**src/rtl/display_scan_ctrl_pkg.sv**
```systemverilog
// Shared codes, segment patterns and helpers for the multiplexed 7-segment scanner.
// Segment patterns are active-high, bit order gfedcba.
package display_scan_ctrl_pkg;

    localparam logic [3:0] CODE_ZERO  = 4'h0;
    localparam logic [3:0] CODE_MINUS = 4'hA;
    localparam logic [3:0] CODE_BLANK = 4'hF;

    localparam logic [6:0] SEG_0     = 7'h3F;
    localparam logic [6:0] SEG_1     = 7'h06;
    localparam logic [6:0] SEG_2     = 7'h5B;
    localparam logic [6:0] SEG_3     = 7'h4F;
    localparam logic [6:0] SEG_4     = 7'h66;
    localparam logic [6:0] SEG_5     = 7'h6D;
    localparam logic [6:0] SEG_6     = 7'h7D;
    localparam logic [6:0] SEG_7     = 7'h07;
    localparam logic [6:0] SEG_8     = 7'h7F;
    localparam logic [6:0] SEG_9     = 7'h6F;
    localparam logic [6:0] SEG_MINUS = 7'h40;
    localparam logic [6:0] SEG_OFF   = 7'h00;

    // Codes B..F all render as an unlit digit.
    function automatic logic code_is_blank(input logic [3:0] code);
        return (code >= 4'hB);
    endfunction

endpackage

```
**src/rtl/display_scan_ctrl_seg7_decoder.sv**
```systemverilog
// Combinational digit-code to active-high gfedcba segment pattern decoder.
module seg7_decoder
    import display_scan_ctrl_pkg::*;
(
    input  logic [3:0] code,
    output logic [6:0] pattern
);

    // Code lookup; every non-digit, non-minus code is blank.
    always_comb begin
        pattern = SEG_OFF;
        case (code)
            4'h0:       pattern = SEG_0;
            4'h1:       pattern = SEG_1;
            4'h2:       pattern = SEG_2;
            4'h3:       pattern = SEG_3;
            4'h4:       pattern = SEG_4;
            4'h5:       pattern = SEG_5;
            4'h6:       pattern = SEG_6;
            4'h7:       pattern = SEG_7;
            4'h8:       pattern = SEG_8;
            4'h9:       pattern = SEG_9;
            CODE_MINUS: pattern = SEG_MINUS;
            default:    pattern = SEG_OFF;
        endcase
    end

endmodule

```
**src/rtl/mod_counter.sv**
```systemverilog
// Free-running modulo counter with enable; wrap flags the enabled terminal count.
module mod_counter #(
    parameter int MODULUS = 8,
    parameter int WIDTH   = 3
) (
    input  logic             clk,
    input  logic             rst,
    input  logic             en,
    output logic [WIDTH-1:0] count,
    output logic             wrap
);

    assign wrap = en && (count == WIDTH'(MODULUS - 1));

    // Count register, synchronous reset.
    always_ff @(posedge clk) begin
        if (rst) begin
            count <= '0;
        end else if (wrap) begin
            count <= '0;
        end else if (en) begin
            count <= count + WIDTH'(1);
        end else begin
            count <= count;
        end
    end

endmodule

```
**src/rtl/display_scan_ctrl.sv**
```systemverilog
// Time-multiplexed N-digit 7-segment driver with dead time, leading-zero blanking
// and a double buffer that only commits new digits at frame boundaries.
module display_scan_ctrl
    import display_scan_ctrl_pkg::*;
#(
    parameter int N_DIGITS     = 8,
    parameter int TICK_DIV     = 50000,
    parameter int BLANK_CYCLES = 16,
    parameter int ACTIVE_LOW   = 1
) (
    input  logic                  i_clk,
    input  logic                  i_rst,
    input  logic [4*N_DIGITS-1:0] i_upd_data,
    input  logic                  i_upd_valid,
    output logic                  o_upd_ready,
    output logic [N_DIGITS-1:0]   o_an,
    output logic [6:0]            o_seg,
    output logic                  o_frame
);

    localparam int   P_W = (TICK_DIV > 1) ? $clog2(TICK_DIV) : 1;
    localparam int   D_W = (N_DIGITS > 1) ? $clog2(N_DIGITS) : 1;
    localparam logic INV = (ACTIVE_LOW != 0);

    logic [P_W-1:0]        prescale_s;
    logic [D_W-1:0]        digit_s;
    logic                  tick_s;
    logic                  boundary_s;
    logic                  xfer_s;
    logic                  slot_on_s;
    logic                  leading_s;
    logic [3:0]            scan_code_s;
    logic [3:0]            cur_code_s;
    logic [3:0]            shown_code_s;
    logic [6:0]            pattern_s;
    logic [N_DIGITS-1:0]   blank_mask_s;
    logic [N_DIGITS-1:0]   an_onehot_s;
    logic [6:0]            seg_on_s;

    logic [4*N_DIGITS-1:0] active_r;
    logic [4*N_DIGITS-1:0] pending_r;
    logic                  pending_full_r;
    logic [N_DIGITS-1:0]   an_r;
    logic [6:0]            seg_r;
    logic                  frame_r;

    mod_counter #(.MODULUS(TICK_DIV), .WIDTH(P_W)) u_prescaler (
        .clk   (i_clk),
        .rst   (i_rst),
        .en    (1'b1),
        .count (prescale_s),
        .wrap  (tick_s)
    );

    // Wrap of the digit counter is exactly the frame boundary.
    mod_counter #(.MODULUS(N_DIGITS), .WIDTH(D_W)) u_digit (
        .clk   (i_clk),
        .rst   (i_rst),
        .en    (tick_s),
        .count (digit_s),
        .wrap  (boundary_s)
    );

    assign xfer_s      = i_upd_valid && !pending_full_r;
    assign o_upd_ready = !pending_full_r;

    // Leading-zero mask: scan from the top, zeros blank until a visible non-zero code.
    always_comb begin
        blank_mask_s = '0;
        leading_s    = 1'b1;
        scan_code_s  = CODE_BLANK;
        for (int k = N_DIGITS - 1; k >= 1; k--) begin
            scan_code_s = active_r[4*k +: 4];
            if (scan_code_s == CODE_ZERO) begin
                blank_mask_s[k] = leading_s;
            end else if (code_is_blank(scan_code_s)) begin
                blank_mask_s[k] = 1'b0;
            end else begin
                leading_s = 1'b0;
            end
        end
    end

    assign cur_code_s   = active_r[4*digit_s +: 4];
    assign shown_code_s = blank_mask_s[digit_s] ? CODE_BLANK : cur_code_s;

    seg7_decoder u_dec (
        .code    (shown_code_s),
        .pattern (pattern_s)
    );

    // Anode and segment drive for the current slot, dark during dead time.
    always_comb begin
        slot_on_s   = (prescale_s >= P_W'(BLANK_CYCLES));
        an_onehot_s = '0;
        seg_on_s    = SEG_OFF;
        if (slot_on_s) begin
            an_onehot_s = N_DIGITS'(1) << digit_s;
            seg_on_s    = pattern_s;
        end else begin
            an_onehot_s = '0;
            seg_on_s    = SEG_OFF;
        end
    end

    // Update handshake and frame-aligned commit of pending into active.
    always_ff @(posedge i_clk) begin
        if (i_rst) begin
            active_r       <= {N_DIGITS{CODE_BLANK}};
            pending_r      <= '0;
            pending_full_r <= 1'b0;
        end else begin
            if (boundary_s && pending_full_r) begin
                active_r <= pending_r;
            end else begin
                active_r <= active_r;
            end
            if (xfer_s) begin
                pending_r      <= i_upd_data;
                pending_full_r <= 1'b1;
            end else if (boundary_s) begin
                pending_full_r <= 1'b0;
            end else begin
                pending_full_r <= pending_full_r;
            end
        end
    end

    // Registered display outputs with polarity applied.
    always_ff @(posedge i_clk) begin
        if (i_rst) begin
            an_r    <= {N_DIGITS{INV}};
            seg_r   <= {7{INV}};
            frame_r <= 1'b0;
        end else begin
            an_r    <= an_onehot_s ^ {N_DIGITS{INV}};
            seg_r   <= seg_on_s ^ {7{INV}};
            frame_r <= boundary_s;
        end
    end

    assign o_an    = an_r;
    assign o_seg   = seg_r;
    assign o_frame = frame_r;

endmodule

```
**config.mk**
```make
export PLATFORM = sky130hd
export DESIGN_NAME = display_scan_ctrl
export DESIGN_NICKNAME = d
export VERILOG_FILES = /design/src/rtl/display_scan_ctrl_pkg.sv /design/src/rtl/display_scan_ctrl_seg7_decoder.sv /design/src/rtl/mod_counter.sv /design/src/rtl/display_scan_ctrl.sv
export SDC_FILE = /design/constraint.sdc
export NUM_CORES = 1
export LEC_CHECK = 0
export ABC_AREA = 1
export CAP_MARGIN = 10
export CORE_ASPECT_RATIO = 0.75
export CORE_MARGIN = 8
export CORE_UTILIZATION = 60
export CTS_CLUSTER_SIZE = 24
export DETAILED_ROUTE_END_ITERATION = 16
export PLACE_DENSITY_LB_ADDON = 0.12
export SKIP_LAST_GASP = 1
export SLEW_MARGIN = 20
export SYNTH_ARGS = -nofsm -noshare
export SYNTH_HDL_FRONTEND = slang
export SYNTH_SLANG_ARGS = --single-unit
export TNS_END_PERCENT = 1
```
**constraint.sdc**
```tcl
create_clock -name i_clk -period 3.3 [get_ports i_clk]
set_input_delay 0.66 -clock i_clk [delete_from_list [all_inputs] [get_ports i_clk]]
set_output_delay 0.66 -clock i_clk [all_outputs]
set_load 0.05 [all_outputs]
```
# Word level (Yosys, flattened, before mapping)
# Memory sizes are Yosys's and may differ from the RTL's.
# Index checks and enable logic that the tools add are counted.
# word_totals
reg_bits	100
romBits	112
input_bits	35
output_inout_bits	17
word_cells	65
n_memories	1
# classes
addsub	2
magnitude_cmp	8
eq_ne	2
shifts	2
n_mux	26
bitwise	2
n_reduce_logical	14
# memory_table
name	words	word_bits	rd	rd_ports_with_merged_regs	write_ports	line	text
(name not given)	16	7	1	0	0	display_scan_ctrl_seg7_decoder.sv:12	case (code)
# ops
op	count
$shiftx A32 B6 Y4	1
$logic_not A4 Y1	7
$ge A4 B4 Y1 const B	6
$mux W1	22
$add A16 B1 Y16 const B	1
$eq A16 B16 Y1 const B	1
$ge A16 B5 Y1 const B	1
$mux W8	1
$not A8 Y8	1
$shl A1 B3 Y8 const A	1
$mux W7	1
$not A7 Y7	1
$lt A3 B4 Y1 const B	1
$mux W4	1
$reduce_or A2 Y1	2
$add A3 B1 Y3 const B	1
$bmux W1 S3	1
$eq A3 B3 Y1 const B	1
$logic_and A1 B1 Y1	3
$reduce_bool A2 Y1	1
$logic_not A1 Y1	1

# Longest topological paths before layout
# Gate-level depths: netlist of run 1.
# An unclocked memory read counts as a cell.
# logic_depth
word_depth	20
mapped_depth	16
depth_no_buf	16

# Cells and area by module
# Synthesis of run 1 repeated with hierarchy kept, for this count alone.
# hier_totals
hier_cells	621
hier_area_um2	4415.5
# modules_own_cells
mod	n_inst	cells_each	area_each_um2	seq_area_each_um2
display_scan_ctrl	1	445	3208.1	1621.6
mod_counter (u_prescaler)	1	115	839.6	320.3
seg7_decoder	1	40	215.2	0.0
mod_counter (u_digit)	1	21	152.6	60.1

# Worst setup path before layout of run 1
# Ideal clock, no wire load.
# synth_timing
path_type	register to register
startpoint	reg u_digit.count[0]
endpoint	reg seg_r[3], in the netlist o_seg[3]
setup_time_ns	0.138
t_arrival_ns	1.731
t_required_ns	3.162
slack_ns	1.431
stages_incl_launch_ff	17
n_path_buf	1
period_less_slack_ns	1.869
cell_sequence	dfxtp_1 buf_4 nand2_2 nand2_1 nor2_1 nor2_1 nor2_1 nand2_1 nand2_1 nand2_4 nand2_1 inv_1 ha_1 inv_1 nand2_1 nand2_1 nand3_1
# synth_via
elab_chain_len	6
word_cells_on_any_way	7
cone_classes	shift (1); mux (4); bitwise (1); memory (1)
# synth_rtl
item	line	text
from (decl)	mod_counter.sv:9	output logic [WIDTH-1:0] count,
from (signal assigned)	mod_counter.sv:22	count <= count + WIDTH'(1);
from (signal assigned)	mod_counter.sv:24	count <= count;
parallel branches: the longest is 2 deep, another holds $shiftx A32 B6 Y4	-	
$mux W4 (*)	display_scan_ctrl.sv:85	assign shown_code_s = blank_mask_s[digit_s] ? CODE_BLANK : cur_code_s;
$mem_v2 Z16 W7 (*)	-	
$mux W7 (*)	display_scan_ctrl.sv:97	if (slot_on_s) begin
$not A7 Y7 (no line) (*)	-	
to (signal assigned)	display_scan_ctrl.sv:133	seg_r <= {7{INV}};
to (signal assigned)	display_scan_ctrl.sv:137	seg_r <= seg_on_s ^ {7{INV}};
to (decl)	display_scan_ctrl.sv:44	logic [6:0] seg_r;
# Mark *: on every way between the ends. The select of a mux whose other input is x is not followed.
# A chain may end at the register's enable or synchronous reset.

# Final worst setup path of run 1
# Ends and elaborated chain as after synthesis.

==> flow_summary.toml, run 1 <==
[timing]
slew_viol_final = 0
tightest_slew_ns = 0.911
rsz0062_at_grt = "no"
slew_headroom_pct = 39.2
post-route-min-period_ns = 2.48
fin_crit_sh_pct = 75.0
setup_slack_ns = 0.825
setup_viol = 0
clock.fmax_ghz = 0.404
setup_tns_ns = 0
fin_skew_ns = 0.0118
hold_violations = 0

[setup_path]
cp.required_ns = 3.54
critical_path_class = "register to register"
cp-start-kind = "register"
cp.arrival_ns = 2.72
critPathMaxFanout = 17
endpoint_kind = "register"

[power_and_ir_drop]
finalPower_mw = 2.08
power-per-cell-area_mw_per_mm2 = 399
power.static_leakage_nw = 2.36
peakVddDrop_uv = 308

[cells_and_area]
syn_to_final_growth_pct = 14.9
fin_cells = 757
drive_gt1_share_pct = 7.32
num_antenna_cells = 0
finalCoreUtilization_pct = 71.2
nets = 701
final_cell_mix = "109 x nand2_1, 108 x nor2_1, 100 x dfxtp_1"
mostFrequentLayoutCell = "nand2_1"

[synthesis]
netlist_top_cells_area = "dfxtp_1 44%, nand3_1 10%, nand2_1 9.0%, nor2_1 8.9%, o21ai_0 5.2%"
synth-seq-cells = 100
synth_fp_nets = 663
avgSynthCellArea_sq_um = 7.38
synth_top_area_share_pct = 44.1
synth.distinct_cells = 36
yosysWarnings = 0
async_flop_share_pct = 0
syn_area_sq_mm = 0.00454
yosysSeqAreaShare_pct = 44.1
yosysTopAreaCell = "dfxtp_1"
synth_ff_type = "dfxtp_1"
synth_edf_count = 0
netlist_instances = 615

[global_routing]
grt_usage_pct = 19.6
grt_first_pass_wirelength_um = 16900
grt_overflow = 0
antenna_found_initial = 0
grt_pass1_vias = 3565
grt_max_degree = 67

[run_status]
outcome = "finished clean"

[clocking]
cts.path.max_buffers = 2
clk_latency_ns = 0.36
cts_max_level = 3
ctsResizeCount = 0
numCtsBuffers = 9
cts_tree = "yes"
clockRootBuffer = "clkbuf_8"
post_cts_buffers = 0
postCtsHoldBufs = 0
clkTransAtPathRegs_ns = 0.08
cts.sinks = 100

[floorplanning]
coreArea_sq_mm = 0.00733
pin_count = 52
initial_core_util_pct = 61.9
chipHeight_um = 91.3
die_area_sq_mm = 0.0106
die_w_um = 116
placementRows = 27

[flow_run]
cap_violations = 0

[worst_hold_path]
hold_class = "register to register"

[detailed_routing]
via_count = 4024
vias_per_cell = 5.32
routed_wl_um = 9980
drtIter0Drc = 251
antenna_left = 0
route.detailed.drc = 0
wl_per_cell_um = 13.2
firstDrtPassIters = 5

[placed_design]
hpwlAfterDp_um = 7400
globalplace.congestion = 0.862
pre_cts_slack_ns = 0.865
placed_cells = 743
port_buffers = 51
cell families (layout without fill, tap and decap cells):
group / count (synthesis) / count (layout) / synth area share, %
DFF: 100 / 100 / 44.1
AOI/OAI and AO/OA: 73 / 73 / 8.54
and+or+nand+nor: 353 / 353 / 35.9
xor gates and xnor gates: 2 / 2 / 0.386
buffers and inverters: 74 / 115 / 7.52
adders and majority gates: 13 / 13 / 3.58
through the flow:
step / area [sq um] / hold slack (ns)
floorplan: 4540 / 0.424
global placement: 5050 / 0.442
detailed placement: 5050 / 0.446
CTS: 5220 / 0.467
global route: 5220 / 0.480
finish: 5220 / 0.462
per-layer routing:
layer  vias up  part of all wire, %  routed length, um  global-route usage [%]
met5         -                    0                  0                       0
met1      1823                   50               5030                    27.6
li1       2080                    -                  -                       -
met3        11                  6.4                634                    5.16
met2       110                   42               4190                    28.5
met4         0                  1.2                123                    5.71
final cells by class:
type	instances	area, sq um
clock buffers	13	159
clock inverters	1	8.76
fillers	632	2110
inverters	44	168
multi-input cells	441	2200
flip-flops and latches	100	2000
well taps	101	126
repair buffers	57	556
final timing paths:
kind	startpoint	end	slack (ns)	cells past startpoint
min reg2reg	u_prescaler.count[0]$_SDFF_PP0_	u_prescaler.count[0]$_SDFF_PP0_	0.46	1
max	u_digit.count[0]$_SDFFE_PP0P_	o_seg[3]$_SDFF_PP1_	0.82	15
min	u_prescaler.count[0]$_SDFF_PP0_	u_prescaler.count[0]$_SDFF_PP0_	0.46	1
max reg2reg	u_digit.count[0]$_SDFFE_PP0P_	o_seg[3]$_SDFF_PP1_	0.82	15
cell usage after synthesis, drive strengths merged (9+ instances only):
cell and instances:
o21ai 48, inv 42, clkbuf 16, nand2 117
buf 14, ha 13, nor2 117, nor3 9
dfxtp 100, nand4 12, nand3 91, a21oi 20
sequential cells by signal, summed over array words and instances, names as in the netlist:
register / flops
active_r: 32
o_seg: 7
pending_r: 32
pending_full_r: 1
o_an: 8
o_frame: 1
u_prescaler.count: 16
u_digit.count: 3
worst max-delay path: stages, from the launching register on:
cell and delay [ns]:
dfxtp_1 0.79, nand2_2 0.20, inv_2 0.15, nand2_1 0.06
nand2_1 0.06, inv_1 0.05, a21oi_2 0.13, nor2_2 0.07
nand2_4 0.11, nand2_1 0.11, inv_1 0.12, ha_1 0.24
inv_1 0.05, nand2_1 0.07, nand2_1 0.07, nand3_1 0.05
power breakdown:
part	internal (mW)	switching, mW
combinational	0.0603	0.0706
sequential	1.24	0.0181
clock	0.310	0.380
total	1.61	0.469
(Power assumes the default switching activity.)
==> inputs of run 2 (changes only) <==
Settings changed: CORE_UTILIZATION 60 to 50.
Clock period 3.3 ns to 2 ns, I/O delays scaled along.
==> flow_summary.toml, run 2 (synthesis results as in run 1) <==
[power_and_ir_drop]
p_sw_mw = 0.882
p_clk_share_pct = 44.2
pwr-share-seq_pct = 50.1
power-per-cell-area_mw_per_mm2 = 732
power.static_leakage_nw = 2.55
intPower_mw = 3.25
peakVddDrop_uv = 546
comb_power_share_pct = 5.7
swShare_pct = 21.3

[clocking]
postCtsHoldBufs = 0
cts_tree = "yes"
numCtsBuffers = 9
clockRootBuffer = "clkbuf_16"
clkTransAtPathRegs_ns = 0.07
clk_latency_ns = 0.34
cts.path.max_buffers = 2
cts.sinks = 100
cts_max_level = 3

[cells_and_area]
drive_gt1_share_pct = 14.0
syn_to_final_growth_pct = 24.5
fillers = 816
mostFrequentLayoutCell = "nand2_1"
num_antenna_cells = 0
final_cell_mix = "104 x nand2_1, 103 x nor2_1, 95 x dfxtp_1"
finalInstanceArea_sq_mm = 0.00565
finalCoreUtilization_pct = 63.3
fin_cells = 796
largestRegisters = "active_r x32, pending_r x32, u_prescaler.count x16"
nets = 727

[setup_path]
endpoint_kind = "register"
r2r_cells = 11
critical_path_class = "register to register"
cp.arrival_ns = 2.19
cp-start-kind = "register"
critPathMaxFanout = 7
cp.required_ns = 2.27

[placed_design]
postPlaceCellArea_sq_mm = 0.00524
placed_cells = 775
port_buffers = 51
pre_cts_slack_ns = -0.0169
globalplace.congestion = 0.845
hpwlAfterDp_um = 8000

[floorplanning]
die_area_sq_mm = 0.0124
coreArea_sq_mm = 0.00893
die_w_um = 126
placementRows = 30
initial_core_util_pct = 50.8
pin_count = 52
chipHeight_um = 98.5

[worst_hold_path]
min_path_cells = 2
hold_class = "register to register"

[global_routing]
antenna_found_initial = 0
grt_usage_pct = 17.7
grt_max_degree = 67
grt_overflow = 0
grt_pass1_vias = 3874
grt_first_pass_wirelength_um = 18500

[timing]
fin_crit_sh_pct = 96.2
hold_violations = 0
setup_tns_ns = 0
slew_headroom_pct = 65.5
setup_viol = 0
slew_viol_final = 0
post-route-min-period_ns = 1.92
setup_slack_ns = 0.0757
clock.fmax_ghz = 0.520
fin_skew_ns = 0.00779
rsz0062_at_grt = "yes"
tightest_slew_ns = 0.517

[detailed_routing]
vias_per_cell = 5.16
firstDrtPassIters = 5
route.detailed.drc = 0
routed_wl_um = 10800
antenna_left = 0
wl_per_cell_um = 13.6
via_count = 4107
drtIter0Drc = 212

[flow_run]
cap_violations = 0

[run_status]
outcome = "finished clean"
[run 2: worst max-delay path, stage by stage (launching register included)]
cell and delay, ns:
dfxtp_1 0.33, ha_1 0.22, nand2_1 0.11, inv_1 0.08, nand2_2 0.12, inv_2 0.06
nand4_4 0.14, inv_1 0.08, nor2_2 0.16, clkinvlp_4 0.20, buf_2 0.21, nor3_1 0.12
[run 2: area by class of cell]
class	instances	area, sq um	area share, %
clock buffers	10	229	4.05
clock inverters	6	86.3	1.53
inverters	44	171	3.03
multi-input cells	441	2230	39.5
flip-flops and latches	100	2010	35.6
well taps	112	140	2.48
repair buffers	83	778	13.8
[run 2: path summary, 6_finish.rpt]
| check | slack [ns] | to | startpoint |
|---|---|---|---|
| max | 0.08 | u_prescaler.count[5]$_SDFF_PP0_ | u_prescaler.count[0]$_SDFF_PP0_ |
| min | 0.46 | active_r[4]$_SDFFE_PP1P_ | active_r[4]$_SDFFE_PP1P_ |
| max reg2reg | 0.08 | u_prescaler.count[5]$_SDFF_PP0_ | u_prescaler.count[0]$_SDFF_PP0_ |
| min reg2reg | 0.46 | active_r[4]$_SDFFE_PP1P_ | active_r[4]$_SDFFE_PP1P_ |
[run 2: power groups by stage]
| stage | Sequential, mW | Clock, mW | Combinational (mW) |
|---|---|---|---|
| 2_1_floorplan | 2.11 | 0 | 0.122 |
| 3_3_place_gp | 2.12 | 0 | 0.219 |
| 3_5_place_dp | 2.12 | 0 | 0.226 |
| 4_1_cts | 2.08 | 1.87 | 0.227 |
| 5_1_grt | 2.08 | 1.94 | 0.267 |
| 6_report | 2.07 | 1.83 | 0.235 |
[run 2: layer usage]
| layer | part of all wire (%) | GRT usage (%) | up-vias |
|---|---|---|---|
| met3 | 4.9 | 4.53 | 6 |
| met1 | 53 | 24.7 | 1856 |
| met4 | 0.56 | 3.32 | 0 |
| met5 | 0 | 0 | - |
| met2 | 42 | 27.0 | 106 |
| li1 | - | - | 2139 |
[run 2: through the flow]
step	hold slack, ns	power (mW)
after global routing	0.476	4.28
final	0.465	4.14
after detailed placement	0.447	2.35
after global placement	0.444	2.34
after floorplan	0.424	2.24
after CTS	0.462	4.17
[run 2: timing repair]
action,in CTS,in global routing
pin swaps,0,7
buffers inserted,0,5
gates resized for setup,2,23
endpoints found under the setup margin,1,55
==> inputs of run 3 (changes only) <==
Settings changed: CORE_MARGIN 8 to 3, CTS_CLUSTER_SIZE 24 to 14, SKIP_LAST_GASP 1 to unset.
==> flow_summary.toml, run 3 (synthesis results as in run 1) <==
[setup_path]
critPathMaxFanout = 7
critical_path_class = "register to register"
cp.required_ns = 2.22
cp-start-kind = "register"
cp.arrival_ns = 2.12
endpoint_kind = "register"

[timing]
hold_violations = 0
slew_headroom_pct = 65.6
setup_tns_ns = 0
slew_viol_final = 0
setup_viol = 0
hold-worst-slack_ns = 0.429
post-route-min-period_ns = 1.90
fin_skew_ns = 0.00774
clock.fmax_ghz = 0.527
fin_crit_sh_pct = 94.8
rsz0062_at_grt = "yes"
tightest_slew_ns = 0.514

[floorplanning]
die_w_um = 116
die_area_sq_mm = 0.0103
coreArea_sq_mm = 0.00864
placementRows = 29
chipHeight_um = 88.5
pin_count = 52
initial_core_util_pct = 52.6

[run_status]
outcome = "finished clean"

[clocking]
clockRootBuffer = "clkbuf_16"
clk_latency_ns = 0.34
cts_tree = "yes"
clkTransAtPathRegs_ns = 0.07
cts_max_level = 3
cts.path.max_buffers = 2
postCtsHoldBufs = 0
numCtsBuffers = 9
cts.sinks = 100

[power_and_ir_drop]
p_clk_share_pct = 41.4
power-per-cell-area_mw_per_mm2 = 701
power.static_leakage_nw = 2.54
peakVddDrop_uv = 573
pwr-share-seq_pct = 52.9
comb_power_share_pct = 5.8
swShare_pct = 23.4
p_sw_mw = 0.918
finalPower_mw = 3.93
intPower_mw = 3.01

[cells_and_area]
syn_to_final_growth_pct = 23.3
mostFrequentLayoutCell = "nor2_1"
fillers = 781
largestRegisters = "active_r x32, pending_r x32, u_prescaler.count x16"
finalCoreUtilization_pct = 64.8
ff_latch_area_sq_mm = 0.00202
multi_input_area_sq_mm = 0.00223
nets = 728
final_cell_mix = "107 x nor2_1, 106 x nand2_1, 93 x dfxtp_1"
num_antenna_cells = 0
drive_gt1_share_pct = 13.6

[global_routing]
antenna_found_initial = 0
grt_pass1_vias = 3661
grt_overflow = 0
grt_first_pass_wirelength_um = 17500
grt_max_degree = 67
grt_usage_pct = 21.4

[detailed_routing]
antenna_left = 0
route.detailed.drc = 0
via_count = 4095
wl_per_cell_um = 13.6
drtIter0Drc = 390
vias_per_cell = 5.16
firstDrtPassIters = 4
routed_wl_um = 10800

[flow_run]
cap_violations = 0

[placed_design]
hpwlAfterDp_um = 8030
globalplace.congestion = 0.886
port_buffers = 51

[worst_hold_path]
hold_class = "register to register"
run 3: changes by cell type in the layout (fill, tap and decap cells not counted), sizes merged:
cell and delta:
bufinv -2, nand2 +1, inv +3, clkinv -1
run 3: worst max-delay path, cell delays in order, from the launching register on:
cell and delay [ns]:
dfxtp_1 0.51, clkinv_1 0.13, o21ai_0 0.11, a21oi_1 0.06, nand2_1 0.10, and2_4 0.15, inv_1 0.04, nand2_2 0.08
inv_2 0.05, ha_1 0.29, inv_1 0.06, nand2_1 0.07, nand2_1 0.07, nand3_1 0.05
run 3: repair_timing:
action / CTS / global route
buffers inserted: 0 / 3
setup endpoints to repair: 1 / 51
pin swaps: 0 / 3
cloned: 0 / 1
resized for setup: 2 / 20
run 3: layout make-up:
class	count	share of cell area (%)
tap	108	2.41
timing repair buffer	83	13.8
multi-input combinational	442	39.9
clock inverter	6	0.827
clock buffer	10	4.09
inverter	44	2.99
sequential	100	36.0
run 3: layer usage:
metal | global-route usage, % | part of all wire (%)
met5 | 0 | 0
met4 | 4.53 | 0.90
met3 | 4.92 | 4.5
met2 | 32.8 | 44
met1 | 31.1 | 50
run 3: worst paths after layout:
path	startpoint	end	slack [ns]	cells past startpoint
min	u_prescaler.count[0]$_SDFF_PP0_	u_prescaler.count[0]$_SDFF_PP0_	0.43	1
max reg2reg	u_digit.count[2]$_SDFFE_PP0P_	o_seg[3]$_SDFF_PP1_	0.10	13
min reg2reg	u_prescaler.count[0]$_SDFF_PP0_	u_prescaler.count[0]$_SDFF_PP0_	0.43	1
max	u_digit.count[2]$_SDFFE_PP0P_	o_seg[3]$_SDFF_PP1_	0.10	13
run 3: power groups by stage:
stage / sequential, mW / clock [mW] / combinational (mW)
5_1_grt: 2.08 / 1.73 / 0.255
3_3_place_gp: 2.12 / 0 / 0.217
2_1_floorplan: 2.11 / 0 / 0.122
6_report: 2.08 / 1.62 / 0.227
3_5_place_dp: 2.12 / 0 / 0.225
4_1_cts: 2.08 / 1.65 / 0.226
run 3: through the flow:
stage / instance area (sq um) / std cells / setup WS (ns)
2_1_floorplan: 4540 / 615 / 0.131
3_3_place_gp: 5240 / 773 / -0.0130
3_5_place_dp: 5240 / 773 / -0.0208
4_1_cts: 5520 / 789 / 0.00762
5_1_grt: 5600 / 793 / -0.0178
6_report: 5600 / 793 / 0.103
